File: src/rtl/fwd_operand_unit_pkg.sv
// Shared types and helpers for the operand-forwarding unit (package fwd_pkg).
package fwd_pkg;

    typedef enum logic {
        FWD_IDLE  = 1'b0,
        FWD_STALL = 1'b1
    } fwd_state_e;

    localparam int unsigned FWD_SRC_RF = 0;

    // op_src encodes "register file" plus one code per forwarding source.
    function automatic int unsigned fwd_sw(input int unsigned num_src);
        return $clog2(num_src + 1);
    endfunction

endpackage

File: src/rtl/fwd_operand_unit_if.sv
// Issue/operand bundle between the hazard pipeline and fwd_operand_unit.
interface fwd_operand_unit_if
    import fwd_pkg::*;
#(
    parameter int unsigned XLEN    = 32,
    parameter int unsigned AW      = 5,
    parameter int unsigned NUM_SRC = 3
);
    localparam int unsigned SW = fwd_sw(NUM_SRC);

    logic                    issue_valid;
    logic                    issue_ready;
    logic [AW-1:0]           rs_addr;
    logic [XLEN-1:0]         rf_data;
    logic [NUM_SRC-1:0]      src_we;
    logic [NUM_SRC*AW-1:0]   src_rd;
    logic [NUM_SRC*XLEN-1:0] src_data;
    logic [NUM_SRC-1:0]      src_rdy;
    logic                    op_valid;
    logic [XLEN-1:0]         op_data;
    logic [SW-1:0]           op_src;
    logic                    stall;
    logic                    timeout_err;

    modport master (
        output issue_valid, rs_addr, rf_data, src_we, src_rd, src_data, src_rdy,
        input  issue_ready, op_valid, op_data, op_src, stall, timeout_err
    );

    modport slave (
        input  issue_valid, rs_addr, rf_data, src_we, src_rd, src_data, src_rdy,
        output issue_ready, op_valid, op_data, op_src, stall, timeout_err
    );

endinterface

File: src/rtl/fwd_operand_unit_prio_sel.sv
// Combinational match and youngest-first priority select (module fwd_prio_sel).
module fwd_prio_sel
    import fwd_pkg::*;
#(
    parameter int unsigned XLEN    = 32,
    parameter int unsigned AW      = 5,
    parameter int unsigned NUM_SRC = 3,
    parameter int unsigned SW      = fwd_sw(NUM_SRC)
) (
    input  logic [AW-1:0]           rs_addr,
    input  logic [XLEN-1:0]         rf_data,
    input  logic [NUM_SRC-1:0]      src_we,
    input  logic [NUM_SRC*AW-1:0]   src_rd,
    input  logic [NUM_SRC*XLEN-1:0] src_data,
    input  logic [NUM_SRC-1:0]      src_rdy,
    output logic [SW-1:0]           win_code,
    output logic [XLEN-1:0]         sel_data,
    output logic                    not_ready
);

    logic found;

    always_comb begin
        found     = 1'b0;
        win_code  = SW'(FWD_SRC_RF);
        sel_data  = rf_data;
        not_ready = 1'b0;
        if (rs_addr == '0) begin
            sel_data = '0;
        end else begin
            // First hit from index 0 wins, so an older ready producer never masks a younger pending one.
            for (int unsigned i = 0; i < NUM_SRC; i++) begin
                if (!found && src_we[i] && (src_rd[i*AW +: AW] == rs_addr)) begin
                    found     = 1'b1;
                    win_code  = SW'(i + 1);
                    sel_data  = src_data[i*XLEN +: XLEN];
                    not_ready = ~src_rdy[i];
                end
            end
        end
    end

endmodule

File: src/rtl/fwd_operand_unit.sv
// Operand-forwarding unit: priority select, load-use stall FSM, registered operand.
// Optional FWD_STATS_EN adds fwd_hit_cnt / stall_cyc_cnt counters.
module fwd_operand_unit
    import fwd_pkg::*;
#(
    parameter int unsigned XLEN      = 32,
    parameter int unsigned AW        = 5,
    parameter int unsigned NUM_SRC   = 3,
    parameter int unsigned MAX_STALL = 4
) (
    input  logic                clk,
    input  logic                rst_n,
    fwd_operand_unit_if.slave   bus
`ifdef FWD_STATS_EN
    ,
    output logic [31:0]         fwd_hit_cnt,
    output logic [31:0]         stall_cyc_cnt
`endif
);

    localparam int unsigned SW = fwd_sw(NUM_SRC);
    localparam int unsigned CW = $clog2(MAX_STALL + 1);

    logic [SW-1:0]   win_code;
    logic [XLEN-1:0] sel_data;
    logic            not_ready;
    logic            hazard;
    logic            accept;

    fwd_prio_sel #(
        .XLEN    (XLEN),
        .AW      (AW),
        .NUM_SRC (NUM_SRC),
        .SW      (SW)
    ) u_prio_sel (
        .rs_addr   (bus.rs_addr),
        .rf_data   (bus.rf_data),
        .src_we    (bus.src_we),
        .src_rd    (bus.src_rd),
        .src_data  (bus.src_data),
        .src_rdy   (bus.src_rdy),
        .win_code  (win_code),
        .sel_data  (sel_data),
        .not_ready (not_ready)
    );

    assign hazard          = bus.issue_valid & not_ready;
    assign accept          = bus.issue_valid & ~hazard;
    assign bus.issue_ready = accept;
    assign bus.stall       = hazard;

    fwd_state_e      state_q, state_d;
    logic [CW-1:0]   stall_cnt_q, stall_cnt_d;
    logic            timeout_q, timeout_d;
    logic            op_valid_q, op_valid_d;
    logic [XLEN-1:0] op_data_q, op_data_d;
    logic [SW-1:0]   op_src_q, op_src_d;

    always_comb begin
        state_d     = state_q;
        stall_cnt_d = stall_cnt_q;
        unique case (state_q)
            FWD_IDLE: begin
                if (hazard) begin
                    state_d     = FWD_STALL;
                    stall_cnt_d = CW'(1);
                end
            end
            FWD_STALL: begin
                // Covers both an accept and a withdrawn issue; a new younger pending match keeps counting.
                if (!hazard) begin
                    state_d     = FWD_IDLE;
                    stall_cnt_d = '0;
                end else if (stall_cnt_q != CW'(MAX_STALL)) begin
                    stall_cnt_d = stall_cnt_q + CW'(1);
                end
            end
            default: begin
                state_d     = FWD_IDLE;
                stall_cnt_d = '0;
            end
        endcase
        timeout_d = timeout_q | (stall_cnt_d == CW'(MAX_STALL));
    end

    always_comb begin
        op_valid_d = 1'b0;
        op_data_d  = op_data_q;
        op_src_d   = op_src_q;
        if (accept) begin
            op_valid_d = 1'b1;
            op_data_d  = sel_data;
            op_src_d   = win_code;
        end
    end

    always_ff @(posedge clk or negedge rst_n) begin
        if (!rst_n) begin
            state_q     <= FWD_IDLE;
            stall_cnt_q <= '0;
            timeout_q   <= 1'b0;
            op_valid_q  <= 1'b0;
            op_data_q   <= '0;
            op_src_q    <= '0;
        end else begin
            state_q     <= state_d;
            stall_cnt_q <= stall_cnt_d;
            timeout_q   <= timeout_d;
            op_valid_q  <= op_valid_d;
            op_data_q   <= op_data_d;
            op_src_q    <= op_src_d;
        end
    end

    assign bus.op_valid    = op_valid_q;
    assign bus.op_data     = op_data_q;
    assign bus.op_src      = op_src_q;
    assign bus.timeout_err = timeout_q;

`ifdef FWD_STATS_EN
    logic [31:0] fwd_hit_cnt_q, fwd_hit_cnt_d;
    logic [31:0] stall_cyc_cnt_q, stall_cyc_cnt_d;

    always_comb begin
        fwd_hit_cnt_d   = fwd_hit_cnt_q;
        stall_cyc_cnt_d = stall_cyc_cnt_q;
        if (accept && (win_code != SW'(FWD_SRC_RF))) begin
            fwd_hit_cnt_d = fwd_hit_cnt_q + 32'd1;
        end
        if (hazard) begin
            stall_cyc_cnt_d = stall_cyc_cnt_q + 32'd1;
        end
    end

    always_ff @(posedge clk or negedge rst_n) begin
        if (!rst_n) begin
            fwd_hit_cnt_q   <= '0;
            stall_cyc_cnt_q <= '0;
        end else begin
            fwd_hit_cnt_q   <= fwd_hit_cnt_d;
            stall_cyc_cnt_q <= stall_cyc_cnt_d;
        end
    end

    assign fwd_hit_cnt   = fwd_hit_cnt_q;
    assign stall_cyc_cnt = stall_cyc_cnt_q;
`endif

endmodule

File: src/flat_wrapper.sv
// flat-port wrapper written by rule: the top's interface ports become plain ports
module fwd_operand_unit_flat import fwd_pkg::*;
#(
    parameter int unsigned XLEN      = 32,
    parameter int unsigned AW        = 5,
    parameter int unsigned NUM_SRC   = 3,
    parameter int unsigned MAX_STALL = 4
)
  (clk, rst_n, bus_issue_valid, bus_rs_addr, bus_rf_data, bus_src_we, bus_src_rd, bus_src_data, bus_src_rdy, bus_issue_ready, bus_op_valid, bus_op_data, bus_op_src, bus_stall, bus_timeout_err);
  fwd_operand_unit_if #(.XLEN(XLEN), .AW(AW), .NUM_SRC(NUM_SRC)) bus_i ();
  input  logic clk;
  input  logic rst_n;
  input wire logic [$bits(bus_i.issue_valid)-1:0] bus_issue_valid;
  input wire logic [$bits(bus_i.rs_addr)-1:0] bus_rs_addr;
  input wire logic [$bits(bus_i.rf_data)-1:0] bus_rf_data;
  input wire logic [$bits(bus_i.src_we)-1:0] bus_src_we;
  input wire logic [$bits(bus_i.src_rd)-1:0] bus_src_rd;
  input wire logic [$bits(bus_i.src_data)-1:0] bus_src_data;
  input wire logic [$bits(bus_i.src_rdy)-1:0] bus_src_rdy;
  output wire logic [$bits(bus_i.issue_ready)-1:0] bus_issue_ready;
  output wire logic [$bits(bus_i.op_valid)-1:0] bus_op_valid;
  output wire logic [$bits(bus_i.op_data)-1:0] bus_op_data;
  output wire logic [$bits(bus_i.op_src)-1:0] bus_op_src;
  output wire logic [$bits(bus_i.stall)-1:0] bus_stall;
  output wire logic [$bits(bus_i.timeout_err)-1:0] bus_timeout_err;
  assign bus_i.issue_valid = bus_issue_valid;
  assign bus_i.rs_addr = bus_rs_addr;
  assign bus_i.rf_data = bus_rf_data;
  assign bus_i.src_we = bus_src_we;
  assign bus_i.src_rd = bus_src_rd;
  assign bus_i.src_data = bus_src_data;
  assign bus_i.src_rdy = bus_src_rdy;
  assign bus_issue_ready = bus_i.issue_ready;
  assign bus_op_valid = bus_i.op_valid;
  assign bus_op_data = bus_i.op_data;
  assign bus_op_src = bus_i.op_src;
  assign bus_stall = bus_i.stall;
  assign bus_timeout_err = bus_i.timeout_err;
  fwd_operand_unit #(.XLEN(XLEN), .AW(AW), .NUM_SRC(NUM_SRC), .MAX_STALL(MAX_STALL)) u_core (.clk(clk), .rst_n(rst_n), .bus(bus_i));
endmodule
File: config.mk
export PLATFORM = sky130hd
export DESIGN_NAME = fwd_operand_unit_flat
export DESIGN_NICKNAME = d
export VERILOG_FILES = /design/src/rtl/fwd_operand_unit_pkg.sv /design/src/rtl/fwd_operand_unit_if.sv /design/src/rtl/fwd_operand_unit_prio_sel.sv /design/src/rtl/fwd_operand_unit.sv /design/src/flat_wrapper.sv
export SDC_FILE = /design/constraint.sdc
export NUM_CORES = 1
export LEC_CHECK = 0
export ABC_AREA = 1
export BUFFER_PORTS_ARGS = -buffer_cell sky130_fd_sc_hd__buf_2
export CAP_MARGIN = 20
export CORE_UTILIZATION = 35
export DETAILED_ROUTE_END_ITERATION = 8
export HOLD_SLACK_MARGIN = 0.02
export PLACE_DENSITY = 0.77
export SLEW_MARGIN = 10
export SYNTH_ARGS = -nofsm -noshare
export SYNTH_HDL_FRONTEND = slang
export SYNTH_SLANG_ARGS = --single-unit
File: constraint.sdc
create_clock -name clk -period 4.15 [get_ports clk]
set_input_delay 0.415 -clock clk [delete_from_list [all_inputs] [get_ports clk]]
set_output_delay 0.415 -clock clk [all_outputs]
set_load 0.005 [all_outputs]
### After elaboration in Yosys (flattened, before gate mapping)

Index checks and enable logic that the tools add are counted.

* register bits: 40
* latch bits: 0
* bits in writable memories: 0
* ROM bits: 0
* bits of input ports: 157
* logic and storage cells: 50
* memories kept: 0

* add/subtract/negate cells: 1
* multiply operators: 0
* div/mod/pow operators: 0
* $lt $le $gt $ge: 0
* equality and inequality tests: 5
* shift operators: 0
* multiplexer cells: 22
* bitwise logic cells: 8
* reduce and logical (&&, ||, !) cells: 8

Operator list (count)
* $mux W32: 4
* $eq A5 B5 Y1: 3
* $mux W1: 11
* $mux W3: 3
* $mux W2: 3
* $pmux W3 S2: 1
* $logic_and A1 B1 Y1: 5
* $logic_not A5 Y1: 1
* $not A1 Y1: 5
* $add A3 B1 Y3 const B: 1
* $eq A3 B3 Y1 const B: 1
* $ne A3 B3 Y1 const B: 1
* $and A1 B1 Y1: 2
* $logic_not A1 Y1: 2
* $or A1 B1 Y1: 1

### Depth between registers and ports, before layout

Gate-level depths: netlist of the first run.

* depth in word-level cells: 19
* gate-level depth with buffers: 15
* gate-level depth less buffers: 15

### Cells and area by module

A second synthesis of the first run with hierarchy kept.

* cell total of the unflattened synthesis: 622
* area total of the unflattened synthesis: 3510.9 µm²

By module, submodules not included
* fwd_prio_sel: instances 1, cells an instance 441, area each 1909.3 µm²
* fwd_operand_unit: instances 1, cells an instance 181, area each 1601.5 µm²

### Worst setup path after synthesis of the first run

No wires, ideal clock.

* path type: input to output
* start: input port bus_rs_addr[0]
* end: output port bus_issue_ready
* arrival time: 1.552 ns
* setup slack: 2.183 ns
* stages: 11
* buffers on the path: 1
* cell sequence: inv_2 -> nand2_1 -> nand2_1 -> nor2_1 -> nand2_1 -> nor2_2 -> nand3_4 -> nor2_1 -> nor2_4 -> a21boi_4 -> buf_2

* longest elaborated chain between the ends: 17
* elaborated cells on any way between the ends: 22
* those cells by class: 3 x eq/ne; 8 x mux; 3 x bitwise; 8 x reduce/logical

Ends and longest elaborated chain
* start: declaration: line flat_wrapper.sv:14 `input wire logic [$bits(bus_i.rs_addr)-1:0] bus_rs_addr;`
* $eq A5 B5 Y1: line fwd_operand_unit_prio_sel.sv:33 `if (!found && src_we[i] && (src_rd[i*AW +: AW] == rs_addr)) begin`
* $logic_and A1 B1 Y1: line fwd_operand_unit_prio_sel.sv:33
* $mux W1: line fwd_operand_unit_prio_sel.sv:33
* $mux W1: line fwd_operand_unit_prio_sel.sv:28 `if (rs_addr == '0) begin`
* $logic_not A1 Y1: line fwd_operand_unit_prio_sel.sv:33
* $logic_and A1 B1 Y1 (2 in series): line fwd_operand_unit_prio_sel.sv:33
* $mux W1: line fwd_operand_unit_prio_sel.sv:33
* $mux W1: line fwd_operand_unit_prio_sel.sv:28
* $logic_not A1 Y1: line fwd_operand_unit_prio_sel.sv:33
* $logic_and A1 B1 Y1 (2 in series): line fwd_operand_unit_prio_sel.sv:33
* $mux W1: line fwd_operand_unit_prio_sel.sv:33
* $mux W1 *: line fwd_operand_unit_prio_sel.sv:28
* $and A1 B1 Y1 *: line fwd_operand_unit.sv:47 `assign hazard = bus.issue_valid & not_ready;`
* $not A1 Y1 *: line fwd_operand_unit.sv:48 `assign accept = bus.issue_valid & ~hazard;`
* $and A1 B1 Y1 *: line fwd_operand_unit.sv:48
* end: declaration: line flat_wrapper.sv:20 `output wire logic [$bits(bus_i.issue_ready)-1:0] bus_issue_ready;`

Every way passes the cells marked *; elsewhere a longest branch is shown, timed or not. The select of a mux whose other input is x is not followed.

### Worst setup path in the final report of the first run

* start: input port bus_rs_addr[2]
* end: output port bus_issue_ready

The elaborated chain is that of the path after synthesis.

==> results of run 1 <==
[layer usage]
metal / wire, um / part of all wire
met1: 4180 / 0.42
met2: 4870 / 0.49
met3: 729 / 0.074
met4: 136 / 0.014
met5: 0 / 0
[layout by cell type (no fill, tap or decap)]
cell	netlist	layout
a21oi_2	10	10
o21ai_1	3	3
nand3_1	27	27
nand3b_1	1	1
o21ai_0	32	32
or2_0	1	1
a21oi_1	55	55
buf_8	0	1
o211ai_1	2	2
nand3_4	2	2
nor2_1	54	54
buf_4	3	7
nand2_1	117	117
nand4_1	3	3
nor2_2	1	1
buf_2	8	194
clkbuf_8	0	5
inv_2	7	7
a21boi_4	1	1
nand3_2	2	2
nor2_4	1	1
a31o_2	24	24
inv_1	24	24
xor2_1	1	1
bufinv_16	0	3
xnor2_1	1	1
dfrtp_1	40	40
ha_1	2	2
[logic make-up after synthesis]
family,after synthesis,synth area share
AOI/OAI and AO/OA,127,0.264
buffers and inverters,59,0.0869
xor gates and xnor gates,2,0.00591
DFF,40,0.338
and+or+nand+nor,209,0.297
adders and majority gates,2,0.00844
[worst max-delay path by stage]
| stage | cells after the start | slack (ps) | endpoint | from |
|---|---|---|---|---|
| 2_1_floorplan | 11 | 2180 | bus_issue_ready | bus_rs_addr[0] |
| 3_3_place_gp | 11 | 1210 | bus_issue_ready | bus_rs_addr[3] |
| 3_5_place_dp | 12 | 1120 | bus_issue_ready | bus_rs_addr[1] |
| 4_1_cts | 12 | 1110 | bus_issue_ready | bus_rs_addr[1] |
| 5_1_grt | 12 | 890 | bus_issue_ready | bus_rs_addr[1] |
| 6_report | 11 | 1130 | bus_issue_ready | bus_rs_addr[2] |
[power groups by stage]
stage	Combinational [mW]	Clock (mW)	Sequential, mW
floorplan	0.168	0	0.479
global placement	0.329	0	0.477
detailed placement	0.338	0	0.477
CTS	0.338	0.454	0.471
global route	0.378	0.471	0.476
finish	0.336	0.440	0.471
[metrics by stage]
stage,hold WS (ps),cells,cell area [um2],setup slack [ps],util
2_1_floorplan,119,439,2970,2180,-
3_3_place_gp,458,717,3980,1210,0.484
3_5_place_dp,465,717,3980,1120,0.484
4_1_cts,276,725,4140,1110,0.504
5_1_grt,315,726,4150,893,0.505
6_report,241,726,4150,1130,0.505
[layout make-up]
cell class                 instances  area [um2]
sequential                        40        1000
fill                             818        4060
multi-input combinational        340        1710
timing repair buffer             202        1040
tap                              105         131
clock inverter                     3        90.1
inverter                          31         116
clock buffer                       5        68.8
[critical path: cells and delay by family]
| family | cells | cell delay [ps] |
|---|---|---|
| buf+inv | 4 | 660 |
| simple gates | 6 | 1300 |
| compound gates | 1 | 200 |
[flip-flops by register name, indices dropped and copies added, names as in the netlist]
register and cells:
u_core.bus.op_data 32, u_core.stall_cnt_q 3, u_core.bus.op_src 2, u_core.bus.op_valid 1, u_core.bus.timeout_err 1, u_core.state_q 1
==> impl_results.md, run 1 <==
- Worst-path clk slew: 90 ps
- Crit Reg-Reg Startpoint: u_core.stall_cnt_q[0]
- MaxCap Viol Count: 0
- Initial DRC count: about 150
- Largest net degree at the start of global routing: approximately 40
- Synthesis Warnings: 0
- Drt pass-1 iters: 5
- CTS Sinks: 40
- Synth top area share: 0.338
- H-tree depth reported by CTS: 2
- HPWL Detailed: about 7400 um
- M1 GR Usage: 0.268
- Final Cycle Share: 0.727
- Mapped Area: a little under 0.003 mm2
- Share of power burned in registers: 0.378
- CTS Buf Count: 5
- Die Ht: approximately 94 um
- Clock share of power: 0.353
- Static Leak: between 2 and 2.5 nW
- Starting density of the core: 0.361
- Mapped Avg Cell Area: around 6.8 um2
- Switching Fraction: 0.271
- Crit-path max FO: 35
- Antenna Diode Count: 0
- Gate Count Post-Synth: approximately 440
- Met3 usage: 0.0364
- CTS Buffer Depth: 2
- Slew @ Worst Pin: 897 ps
- Drt total wl: ~9900 um
- #FFs+latches synth: 40
- DRC: 0
- Fraction of layout cells with a size suffix above 1: 0.415
- Yosys cell types: 28
- Status: completed
- Hold crit path type: primary input to async pin
- Net load switching power: approximately 0.34 mW
- Antenna violations before repair: 0
- GRT overflow: 0
- Max transition margin: 0.402
- Worst-Skew Late Latency: just under 300 ps
- Number of global-route vias before repair: about 3500
- Die ar.: slightly below 0.009 mm2
- Slowest stage delay, CP: 520 ps
- Post-synthesis sequential area ratio: 0.338
- Area grow syn2layout: 40.0%
- Final Total Pwr: 1.25 mW
- Total number of vias: roughly 3700
- Clock Skew: between 10 and 15 ps
- P_int: approximately 0.91 mW
- Final Hold Vio Count: 0
- PwrDens: between 300 and 400 mW/mm2
- Ys async rst share: 1.00
- Synth area leaders: dfrtp_1, nand2_1, a21oi_1
- Top cell type by total area after synthesis: dfrtp_1
- Critical path class: primary input to primary output
- Max Clk Rate: 0.332 GHz
- Crit path time final: 3020 ps
- Met2 Use GR: 0.397
- Worst setup SP type: primary input
- Total GRT Usage: 0.221
- CTS tree: done
- Hold_buf cts: 0
- Most frequent cells after synthesis: nand2_1, a21oi_1, nor2_1
- Final setup fails: 0
- IO Count: around 200
- Reg2reg end: u_core.bus.timeout_err
- Slowest CP cell: nand3_4
- Combinational Power Share: 0.270
- Core Area: between 0.008 and 0.009 mm2
- CTS resizes: 0
- Sum Neg Setup Slack: 0 ps
- Reg2reg setup slack: around 2800 ps
- Critical path required time: around 3700 ps
- Maximum vdd drop: about 0.22 mV
- Global route hottest layer: met2
- Crit path DAT: between 2000 and 3000 ps
- Worst reg-to-reg path cell count: 10
- Crit end category: primary output
- Max Slew Vio Count: 0
- Mapped Nets: 598
- CP cell instances: buf_2, inv_2, nand2_1, nand2_1, nor2_1, nand3_2, nand3_4, nand3_4, a21boi_4, buf_4, buf_2
- RSZ-0062 raised after global routing: no
- Nets: roughly 780
- Global-route wire length before repair: 15500 um
- Most common cell in the netlist: nand2_1
- Vias per cell: a little over 5
- Main synth FF type: dfrtp_1
- Die X: roughly 94 um
- Clock root buffer: clkbuf_8
- Routability cong.: between 0.8 and 0.9
- Post-CTS setup buffers: 0
- Post-synth EDFFs: 0
- Drt wl/cell: approximately 14 um
- I/O Buffers: between 150 and 200
- Rows: 33
- Post-route ant nets: 0
Power figures use the tool's default switching activity.
==> run 2, diff against run 1 <==
==> constraint.sdc (replaced) <==
create_clock -name clk -period 2.95 [get_ports clk]
set_input_delay 0.295 -clock clk [delete_from_list [all_inputs] [get_ports clk]]
set_output_delay 0.295 -clock clk [all_outputs]
set_load 0.005 [all_outputs]
==> run 2 against run 1 <==
Compared with the run above: final area shrank 0.51%; setup slack lost 330 ps; combinational power grew 43%; highest routed layer unchanged; critical endpoint unchanged; critical path type unchanged; via count grew 1.3%; clock skew shrank 1.6 ps; utilization shrank 0.26 points; routed wire length grew 4.2%; global-route usage grew 0.94 points.
==> impl_results.md, run 2 (same netlist as run 1, synthesis figures left out) <==
- Global-route wire length before repair: about 16000 um
- Post-route ant nets: 0
- Buf/Inv on CP: 3
- Drt wl/cell: 14.1 um
- Final Cycle Share: 0.726
- Worst-Skew Late Latency: ~280 ps
- HPWL Detailed: around 8000 um
- PwrDens: roughly 380 mW/mm2
- Crit path time final: roughly 2100 ps
- Antenna Diode Count: 0
- Largest net degree at the start of global routing: just over 40
- Final instance area: slightly above 0.004 mm2
- Die X: ~94 um
- Rows: 33
- Total GRT Usage: 0.231
- CTS resizes: 0
- Max Clk Rate: between 0.4 and 0.5 GHz
- Fraction of layout cells with a size suffix above 1: 0.419
- Hold_buf cts: 0
- CP cell instances: buf_2, inv_2, nand2_1, nand2_1, nor2_1, nand3_2, nand3_4, nor2_1, nor2_4, a21boi_4, buf_2
- Worst reg-to-reg path cell count: 10
- Worst-path clk slew: roughly 80 ps
- Clock root buffer: clkbuf_8
- Antenna violations before repair: 0
- Util after Layout: 0.503
- H-tree depth reported by CTS: 2
- Crit-path max FO: 14
- Slowest CP cell: a21boi_4
- Area grow syn2layout: 39.3%
- Static Leak: 2.21 nW
- Slowest stage delay, CP: roughly 270 ps
- Status: completed
- Max Slew Vio Count: 0
- Vias per cell: between 5 and 6
- Maximum vdd drop: roughly 0.18 mV
- Hold crit path type: primary input to async pin
- Slew @ Worst Pin: just over 900 ps
- Critical path class: primary input to primary output
- Post-CTS setup buffers: 0
- Max reg flops: 32
- Stages on worst setup path: 11
- Most common cell after layout, fill and taps aside: buf_2
- Die ar.: between 0.008 and 0.009 mm2
- Crit end category: primary output
- Drt total wl: 10300 um
- GRT overflow: 0
- Commonest cells after routing, fill and taps aside: buf_2, nand2_1, a21oi_1, nor2_1, dfrtp_1
- Nets: approximately 800
- IO Count: 195
- Worst setup SP type: primary input
- Total number of vias: around 3800
- Max transition margin: 0.385
- MaxCap Viol Count: 0
- CTS Sinks: 40
- Starting density of the core: 0.361
- RSZ-0062 raised after global routing: no
- Die Ht: roughly 94 um
- CTS Buf Count: 5
- CTS tree: done
- Clock Skew: just under 9 ps
- Core Area: around 0.0082 mm2
- Crit path DAT: around 1900 ps
- Number of global-route vias before repair: around 3500
- Area of placed instances: roughly 0.004 mm2
- Delay-heaviest family, CP: simple AND/OR/NAND/NOR gates
- I/O Buffers: between 150 and 200
- Final setup fails: 0
- Crit Reg-Reg Startpoint: u_core.stall_cnt_q[0]
- Sum Neg Setup Slack: 0 ps
- Routability cong.: between 0.8 and 0.9
- Drt pass-1 iters: 7
- DRC: 0
- Reg2reg end: u_core.bus.timeout_err
- Critical path required time: ~2700 ps
- Final Hold Vio Count: 0
- Worst Setup SP: bus_rs_addr[0]
- Reg2reg setup slack: between 1000 and 1500 ps
- CTS Buffer Depth: 2
- Initial DRC count: 148
## run 2: power by group
| part | internal (mW) | switching (mW) | total [mW] |
|---|---|---|---|
| sequential | 0.620 | 0.0416 | 0.662 |
| clock | 0.251 | 0.195 | 0.446 |
| combinational | 0.239 | 0.242 | 0.481 |
| total | 1.11 | 0.478 | 1.59 |
## run 2: area by class of cell
cell class / instances / area [um2]
Clock buffer: 6 / 72.6
Clock inverter: 2 / 35.0
Fill cell: 813 / 4090
Inverter: 31 / 116
Multi-Input combinational cell: 340 / 1710
Sequential cell: 40 / 1000
Tap cell: 105 / 131
Timing Repair Buffer: 207 / 1070
## run 2: worst max-delay path by stage
| stage | slack, ps | endpoint |
|---|---|---|
| finish | 810 | bus_issue_ready |
| global route | 640 | bus_issue_ready |
| CTS | 800 | bus_issue_ready |
| detailed placement | 620 | u_core.bus.op_data[1] |
| global placement | 740 | u_core.bus.op_data[28] |
| floorplan | 1220 | bus_issue_ready |
## run 2: routing by layer
metal / track usage / routed length, um / vias to the layer above
li1: - / - / 1827
met4: 0.0692 / 120 / 0
met5: 0 / 0 / -
met3: 0.0372 / 724 / 10
met2: 0.402 / 5100 / 181
met1: 0.291 / 4380 / 1740
## run 2: stage by stage
step | setup slack [ps] | instances | hold slack [ps] | total power [mW]
floorplan | 1220 | 439 | -0.591 | 0.911
global placement | 741 | 723 | 458 | 1.14
detailed placement | 618 | 723 | 462 | 1.16
CTS | 798 | 731 | 170 | 1.61
global route | 642 | 731 | 210 | 1.69
finish | 809 | 731 | 136 | 1.59
